==> config.mk <==
export PLATFORM = sky130hd
export DESIGN_NAME = decode_stage_pipe
export DESIGN_NICKNAME = d
export VERILOG_FILES = /design/src/rtl/decode_pkg.sv /design/src/rtl/decode_regfile.sv /design/src/rtl/decode_stage_pipe.sv
export SDC_FILE = /design/constraint.sdc
export NUM_CORES = 2
export LEC_CHECK = 0
export BUFFER_PORTS_ARGS = -buffer_cell sky130_fd_sc_hd__buf_2
export CAP_MARGIN = 0
export CELL_PAD_IN_SITES_DETAIL_PLACEMENT = 0
export CELL_PAD_IN_SITES_GLOBAL_PLACEMENT = 2
export CORE_MARGIN = 4
export CORE_UTILIZATION = 30
export CTS_CLUSTER_DIAMETER = 150
export DETAILED_ROUTE_END_ITERATION = 8
export GPL_TIMING_DRIVEN = 0
export PLACE_DENSITY = 0.63
export REMOVE_ABC_BUFFERS = 1
export SLEW_MARGIN = 20
export SYNTH_ARGS = -nofsm -noshare
export SYNTH_HDL_FRONTEND = slang
export SYNTH_SLANG_ARGS = --single-unit
==> constraint.sdc <==
create_clock -name i_clock -period 3.7 [get_ports i_clock]
set_clock_uncertainty 0.15 [all_clocks]
set_input_delay 0.74 -clock i_clock [delete_from_list [all_inputs] [get_ports i_clock]]
set_output_delay 0.74 -clock i_clock [all_outputs]
set_load 0.05 [all_outputs]
==> src/rtl/decode_pkg.sv <==
// Shared decode definitions: opcode/function encodings, control-bit positions and the op/func decoder.
package decode_pkg;

    localparam int CTL_W = 8;

    localparam logic [5:0] OP_RTYPE = 6'h00;
    localparam logic [5:0] OP_LW    = 6'h23;
    localparam logic [5:0] OP_SW    = 6'h2B;
    localparam logic [5:0] OP_BEQ   = 6'h04;
    localparam logic [5:0] OP_ADDI  = 6'h08;
    localparam logic [5:0] OP_ANDI  = 6'h0C;
    localparam logic [5:0] OP_ORI   = 6'h0D;
    localparam logic [5:0] FN_JR    = 6'h08;

    // Bit positions inside the control vector {regwrite,memread,memwrite,memtoreg,branch,jr,alusrc,zext}
    localparam int CTL_REGWRITE = 7;
    localparam int CTL_MEMREAD  = 6;
    localparam int CTL_MEMWRITE = 5;
    localparam int CTL_MEMTOREG = 4;
    localparam int CTL_BRANCH   = 3;
    localparam int CTL_JR       = 2;
    localparam int CTL_ALUSRC   = 1;
    localparam int CTL_ZEXT     = 0;

    typedef struct packed {
        logic             regdst;
        logic [CTL_W-1:0] ctl;
    } dec_t;

    function automatic dec_t decode_op(input logic [5:0] op, input logic [5:0] func);
        dec_t d;
        d.regdst = 1'b0;
        d.ctl    = {CTL_W{1'b0}};
        case (op)
            OP_RTYPE: begin
                d.regdst = 1'b1;
                if (func == FN_JR) begin
                    d.ctl[CTL_JR] = 1'b1;
                end else begin
                    d.ctl[CTL_REGWRITE] = 1'b1;
                end
            end
            OP_LW: begin
                d.ctl[CTL_REGWRITE] = 1'b1;
                d.ctl[CTL_MEMREAD]  = 1'b1;
                d.ctl[CTL_MEMTOREG] = 1'b1;
                d.ctl[CTL_ALUSRC]   = 1'b1;
            end
            OP_SW: begin
                d.ctl[CTL_MEMWRITE] = 1'b1;
                d.ctl[CTL_ALUSRC]   = 1'b1;
            end
            OP_BEQ: begin
                d.ctl[CTL_BRANCH] = 1'b1;
            end
            OP_ADDI: begin
                d.ctl[CTL_REGWRITE] = 1'b1;
                d.ctl[CTL_ALUSRC]   = 1'b1;
            end
            OP_ANDI, OP_ORI: begin
                d.ctl[CTL_REGWRITE] = 1'b1;
                d.ctl[CTL_ALUSRC]   = 1'b1;
                d.ctl[CTL_ZEXT]     = 1'b1;
            end
            default: begin
                d.regdst = 1'b0;
                d.ctl    = {CTL_W{1'b0}};
            end
        endcase
        return d;
    endfunction

endpackage

==> src/rtl/decode_regfile.sv <==
// Register file with two combinational read ports and one clocked write port; r0 is hard-wired to zero.
// DECODE_WB_BYPASS_EN: a read of the index being written this cycle returns the write data.
module decode_regfile #(
    parameter int DATA_W  = 32,
    parameter int REG_NUM = 32,
    parameter int ADDR_W  = $clog2(REG_NUM)
) (
    input  logic              i_clock,
    input  logic              i_reset,
    input  logic [ADDR_W-1:0] i_ra_addr,
    input  logic [ADDR_W-1:0] i_rb_addr,
    output logic [DATA_W-1:0] o_ra_data,
    output logic [DATA_W-1:0] o_rb_data,
    input  logic              i_wb_en,
    input  logic [ADDR_W-1:0] i_wb_addr,
    input  logic [DATA_W-1:0] i_wb_data
);

    logic [DATA_W-1:0] r_regs [REG_NUM];
    logic              w_wb_live;

    assign w_wb_live = i_wb_en && (i_wb_addr != {ADDR_W{1'b0}});

    // Write port; writes to r0 are discarded
    always_ff @(posedge i_clock) begin
        if (i_reset) begin
            r_regs <= '{default: {DATA_W{1'b0}}};
        end else if (w_wb_live) begin
            r_regs[i_wb_addr] <= i_wb_data;
        end
    end

    // Read port A
    always_comb begin
        o_ra_data = r_regs[i_ra_addr];
`ifdef DECODE_WB_BYPASS_EN
        if (w_wb_live && (i_wb_addr == i_ra_addr)) begin
            o_ra_data = i_wb_data;
        end else begin
            o_ra_data = r_regs[i_ra_addr];
        end
`endif
        if (i_ra_addr == {ADDR_W{1'b0}}) begin
            o_ra_data = {DATA_W{1'b0}};
        end else begin
            o_ra_data = o_ra_data;
        end
    end

    // Read port B
    always_comb begin
        o_rb_data = r_regs[i_rb_addr];
`ifdef DECODE_WB_BYPASS_EN
        if (w_wb_live && (i_wb_addr == i_rb_addr)) begin
            o_rb_data = i_wb_data;
        end else begin
            o_rb_data = r_regs[i_rb_addr];
        end
`endif
        if (i_rb_addr == {ADDR_W{1'b0}}) begin
            o_rb_data = {DATA_W{1'b0}};
        end else begin
            o_rb_data = o_rb_data;
        end
    end

endmodule

==> src/rtl/decode_stage_pipe.sv <==
// Pipelined decode stage: register read, control decode, immediate extension, load-use hazard and ID/EX register.
// DECODE_WB_BYPASS_EN selects same-cycle write-back forwarding; without it, decode stalls on a pending write-back.
module decode_stage_pipe
    import decode_pkg::*;
#(
    parameter  int DATA_W  = 32,
    parameter  int REG_NUM = 32,
    localparam int ADDR_W  = $clog2(REG_NUM)
) (
    input  logic              i_clock,
    input  logic              i_reset,
    input  logic              i_in_valid,
    output logic              o_in_ready,
    input  logic [5:0]        i_op,
    input  logic [5:0]        i_func,
    input  logic [ADDR_W-1:0] i_rs,
    input  logic [ADDR_W-1:0] i_rt,
    input  logic [ADDR_W-1:0] i_rd,
    input  logic [15:0]       i_imm,
    input  logic              i_flush,
    input  logic              i_wb_en,
    input  logic [ADDR_W-1:0] i_wb_addr,
    input  logic [DATA_W-1:0] i_wb_data,
    output logic              o_out_valid,
    input  logic              i_out_ready,
    output logic [DATA_W-1:0] o_alu_a,
    output logic [DATA_W-1:0] o_alu_b,
    output logic [DATA_W-1:0] o_rt_data,
    output logic [DATA_W-1:0] o_ext_imm,
    output logic [ADDR_W-1:0] o_rw_out,
    output logic [CTL_W-1:0]  o_ctl_out
);

    localparam int PAD_W = DATA_W - 16;

    logic              r_valid;
    logic [DATA_W-1:0] r_alu_a;
    logic [DATA_W-1:0] r_alu_b;
    logic [DATA_W-1:0] r_rt_data;
    logic [DATA_W-1:0] r_ext_imm;
    logic [ADDR_W-1:0] r_rw;
    logic [CTL_W-1:0]  r_ctl;

    dec_t              w_dec;
    logic [DATA_W-1:0] w_rs_val;
    logic [DATA_W-1:0] w_rt_val;
    logic [DATA_W-1:0] w_ext;
    logic [DATA_W-1:0] w_alu_b;
    logic [ADDR_W-1:0] w_rw;
    logic              w_load_use;
    logic              w_wb_pending;
    logic              w_hz;
    logic              w_in_ready;

    decode_regfile #(
        .DATA_W  (DATA_W),
        .REG_NUM (REG_NUM),
        .ADDR_W  (ADDR_W)
    ) u_regfile (
        .i_clock   (i_clock),
        .i_reset   (i_reset),
        .i_ra_addr (i_rs),
        .i_rb_addr (i_rt),
        .o_ra_data (w_rs_val),
        .o_rb_data (w_rt_val),
        .i_wb_en   (i_wb_en),
        .i_wb_addr (i_wb_addr),
        .i_wb_data (i_wb_data)
    );

    // Control decode, immediate extension and operand/destination selection
    always_comb begin
        w_dec = decode_op(i_op, i_func);
        if (w_dec.ctl[CTL_ZEXT]) begin
            w_ext = {{PAD_W{1'b0}}, i_imm};
        end else begin
            w_ext = {{PAD_W{i_imm[15]}}, i_imm};
        end
        if (w_dec.ctl[CTL_ALUSRC]) begin
            w_alu_b = w_ext;
        end else begin
            w_alu_b = w_rt_val;
        end
        if (w_dec.regdst) begin
            w_rw = i_rd;
        end else begin
            w_rw = i_rt;
        end
    end

    // Hazard detection: load in ID/EX feeding a source here, plus unforwarded write-back when no bypass
    always_comb begin
        w_load_use = r_valid && r_ctl[CTL_MEMREAD] && (r_rw != {ADDR_W{1'b0}}) &&
                     ((r_rw == i_rs) || ((r_rw == i_rt) && !w_dec.ctl[CTL_ALUSRC]));
`ifdef DECODE_WB_BYPASS_EN
        w_wb_pending = 1'b0;
`else
        w_wb_pending = i_wb_en && (i_wb_addr != {ADDR_W{1'b0}}) &&
                       ((i_wb_addr == i_rs) || (i_wb_addr == i_rt));
`endif
        w_hz       = w_load_use || w_wb_pending;
        w_in_ready = (!r_valid || i_out_ready) && !w_hz;
    end

    // ID/EX register: reset > flush > hazard bubble > advance/drain/hold
    always_ff @(posedge i_clock) begin
        if (i_reset) begin
            r_valid   <= 1'b0;
            r_alu_a   <= {DATA_W{1'b0}};
            r_alu_b   <= {DATA_W{1'b0}};
            r_rt_data <= {DATA_W{1'b0}};
            r_ext_imm <= {DATA_W{1'b0}};
            r_rw      <= {ADDR_W{1'b0}};
            r_ctl     <= {CTL_W{1'b0}};
        end else if (i_flush) begin
            r_valid <= 1'b0;
        end else if (w_hz && i_out_ready) begin
            r_valid <= 1'b0;
        end else if (i_in_valid && w_in_ready) begin
            r_valid   <= 1'b1;
            r_alu_a   <= w_rs_val;
            r_alu_b   <= w_alu_b;
            r_rt_data <= w_rt_val;
            r_ext_imm <= w_ext;
            r_rw      <= w_rw;
            r_ctl     <= w_dec.ctl;
        end else if (i_out_ready) begin
            r_valid <= 1'b0;
        end
    end

    assign o_in_ready  = w_in_ready;
    assign o_out_valid = r_valid;
    assign o_alu_a     = r_alu_a;
    assign o_alu_b     = r_alu_b;
    assign o_rt_data   = r_rt_data;
    assign o_ext_imm   = r_ext_imm;
    assign o_rw_out    = r_rw;
    assign o_ctl_out   = r_ctl;

endmodule

==> flow_summary.json <==
{
  "rsz0062_at_grt": "no",
  "setup_viol": 0,
  "clk_pin_slew_ns": 0.06,
  "finalSetupTns_ns": 0,
  "grt_pass1_wl_um": 384000,
  "worst_setup_path_end_kind": "primary output",
  "wire_per_inst_um": 31.5,
  "dpl_cell_area_um2": 61900,
  "ys_seq_area_share_pct": 41.3,
  "criticalPathCategory": "primary input to primary output",
  "dieHeight_um": 439,
  "p_clk_share_pct": 47.6,
  "grt_max_degree": 152,
  "status": "completed",
  "p_sw_uw": 8110,
  "final_common_cell": "nand2_1",
  "core-area_um2": 184000,
  "grt_overflow_total": 0,
  "vias_per_cell": 5.69,
  "ir_drop_v": 0.000507,
  "cts_tree": "done",
  "die_w_um": 439,
  "ant_nets": 0,
  "drive_above_1_share_pct": 19.4,
  "r2r_end": "o_alu_a[3]",
  "synthCells": 6287,
  "start_util_pct": 30.3,
  "synth_edf_count": 0,
  "fp.dieArea_um2": 193000,
  "wl_um": 277000,
  "vias": 50000,
  "nets": 6291,
  "num_rows": 157,
  "yosysWarnings": 0,
  "syn_to_final_growth_pct": 20.3,
  "async_reset_ff_share_pct": 0,
  "routabilityCongestion": 0.777,
  "ys_seq_elements": 1150,
  "detail_route.first_pass.iterations": 5,
  "fin_util_pct": 36.5,
  "syn_area_um2": 55800,
  "min_from": "i_imm[7]",
  "hold_class": "primary input to flip-flop",
  "final_hold_viol_count": 0,
  "intPower_uw": 21700,
  "swShare_pct": 27.2,
  "cts-root-buf": "clkbuf_16",
  "pwr-share-comb_pct": 10.0,
  "p_leak_uw": 0.0223,
  "clock_path_buffers": 3,
  "p_per_area_nw_per_um2": 444,
  "syn_area_per_cell_um2": 8.87,
  "clk_latency_ns": 0.80,
  "slowest_stage": "or4_4",
  "worstRegToRegCells": 9,
  "relSlewSlack_pct": 20.2,
  "layout_common_cells": "nand2_1, dfxtp_1, a21oi_1",
  "final_area_um2": 67100,
  "grt_pass1_vias": 47500,
  "max_slew.worst_pin.slew_ns": 1.19,
  "numCtsBuffers": 141,
  "fmax_mhz": 277,
  "slowest_delay_ns": 0.61,
  "synthFlopType": "dfxtp_1",
  "io-pin-count": 229,
  "worst_setup_path_start_kind": "primary input",
  "seqPwrFrac_pct": 42.4,
  "drc": 0,
  "cap_violations": 0,
  "cp.required_ns": 2.81,
  "slew_viol_final": 0,
  "holdPathEnd": "o_ext_imm[7]",
  "antenna_found_initial": 14,
  "grt_use_total_pct": 27.9,
  "io_buffers": 228,
  "first_iter_violations": 5521,
  "critPathArrivalTime_ns": 2.72,
  "cts.sinks": 1150,
  "rr_startpoint": "o_rw_out[0]",
  "crit_chain": "buf_8 -> buf_16 -> xor2_1 -> or4_4 -> o21a_4 -> nand2_1 -> nor2_1 -> buf_2",
  "r2r_slack_ns": 0.24,
  "htree_num_levels": 4,
  "whs_path_depth": 3,
  "path_max_fanout": 58,
  "yosysUniqueCellTypes": 58,
  "layout_min_cycle_time_ns": 3.61,
  "fin_hold_ws_ns": 0.0719,
  "fin_crit_sh_pct": 97.6,
  "hpwl_um": 175000
}
[per-layer routing]
layer,up-vias,track usage (%),share of wire (%)
met3,541,4.81,7.1
met1,25200,36.4,41
li1,22000,-,-
met4,6,12.3,4.9
met5,-,0,0.012
met2,2175,45.2,47
[registers in the layout (all words and copies together) (netlist names)]
name and count:
o_out_valid 1, o_rw_out 5, o_rt_data 32, o_ctl_out 7, u_regfile.r_regs 1024, o_alu_b 32, o_ext_imm 17, o_alu_a 32
[synth_stat cells, types with 29 or more instances]
| cell type | n | area [um^2] |
|---|---|---|
| buf_2 | 108 | 541 |
| buf_4 | 55 | 413 |
| dfxtp_1 | 1150 | 23000 |
| a22o_1 | 47 | 412 |
| o22ai_1 | 136 | 851 |
| nor4_1 | 29 | 181 |
| o21ai_0 | 51 | 255 |
| nand3_1 | 64 | 320 |
| mux4_2 | 456 | 10300 |
| a211oi_1 | 42 | 315 |
| nor2b_1 | 44 | 275 |
| a22oi_1 | 81 | 608 |
| a21oi_1 | 1131 | 5660 |
| nor2_1 | 54 | 203 |
| mux2i_1 | 134 | 1340 |
| nand2_1 | 2044 | 7670 |
| o221ai_1 | 29 | 254 |
| clkbuf_1 | 477 | 1790 |
[worst max-delay path, delay by kind of cell]
kind	cells	cell delay (ns)
simple gates	3	0.71
compound gates	1	0.17
buf+inv	3	0.78
xor+xnor	1	0.13
[cells by family (layout without fill, tap and decap cells)]
| logic type | count (synthesis) | count (layout) | share of synthesized area (%) |
|---|---|---|---|
| DFF | 1150 | 1150 | 41.3 |
| AOI/OAI and AO/OA | 1564 | 1565 | 15.8 |
| other | 0 | 6 | 0 |
| and+or+nand+nor | 2284 | 2285 | 16.2 |
| xor gates and xnor gates | 20 | 20 | 0.314 |
| buffers and inverters | 667 | 690 | 5.34 |
| muxes | 602 | 602 | 21.1 |
[power groups by stage]
| stage | registers [uW] | logic [uW] | clock network, uW |
|---|---|---|---|
| 3_3_place_gp | 12900 | 2780 | 0 |
| 3_5_place_dp | 12900 | 2900 | 0 |
| 6_report | 12600 | 2990 | 14200 |
| 5_1_grt | 12600 | 3110 | 14900 |
| 2_1_floorplan | 13100 | 806 | 0 |
| 4_1_cts | 12600 | 2980 | 14500 |
[area by class of cell]
cell class              count  area, um^2
clock inverters            36         497
well taps                2464        3080
repair buffers            440        5870
fillers                 18500      117000
flip-flops and latches   1150       23000
diodes                      6        15.0
clock buffers             214        4130
multi-input cells        4472       30500
[worst max-delay path by stage]
stage	start	endpoint	slack [ns]	depth (start not counted)
after detailed placement	i_rs[0]	o_alu_a[7]	-1.02	13
after CTS	i_rt[2]	o_alu_b[4]	0.001	9
after global placement	i_reset	o_alu_a[1]	-30.31	3
final	i_rs[1]	o_in_ready	0.09	8
after floorplan	o_ext_imm[30]	o_ext_imm[30]	-2.80	2
after global routing	i_rt[2]	o_alu_b[2]	0.006	10
[metrics by stage]
step                      std cells  setup slack, ns  total power (uW)
final                          8782           0.0898             29800
after global routing           8777          0.00578             30700
after CTS                      8773          0.00138             30100
after detailed placement       8500            -1.02             15800
after global placement         8312           -30.31             15700
after floorplan                5620            -2.80             13900
[repair_timing]
action	4_1_cts	5_1_grt
endpoints found under the hold margin	12	0
pin swaps	3	1
buffers inserted	2	0
gates cloned	9	3
hold buffers	12	0
gates resized for setup	8	2
setup endpoints to repair	31	4
Note: power is estimated with default switching activity, not from simulation.
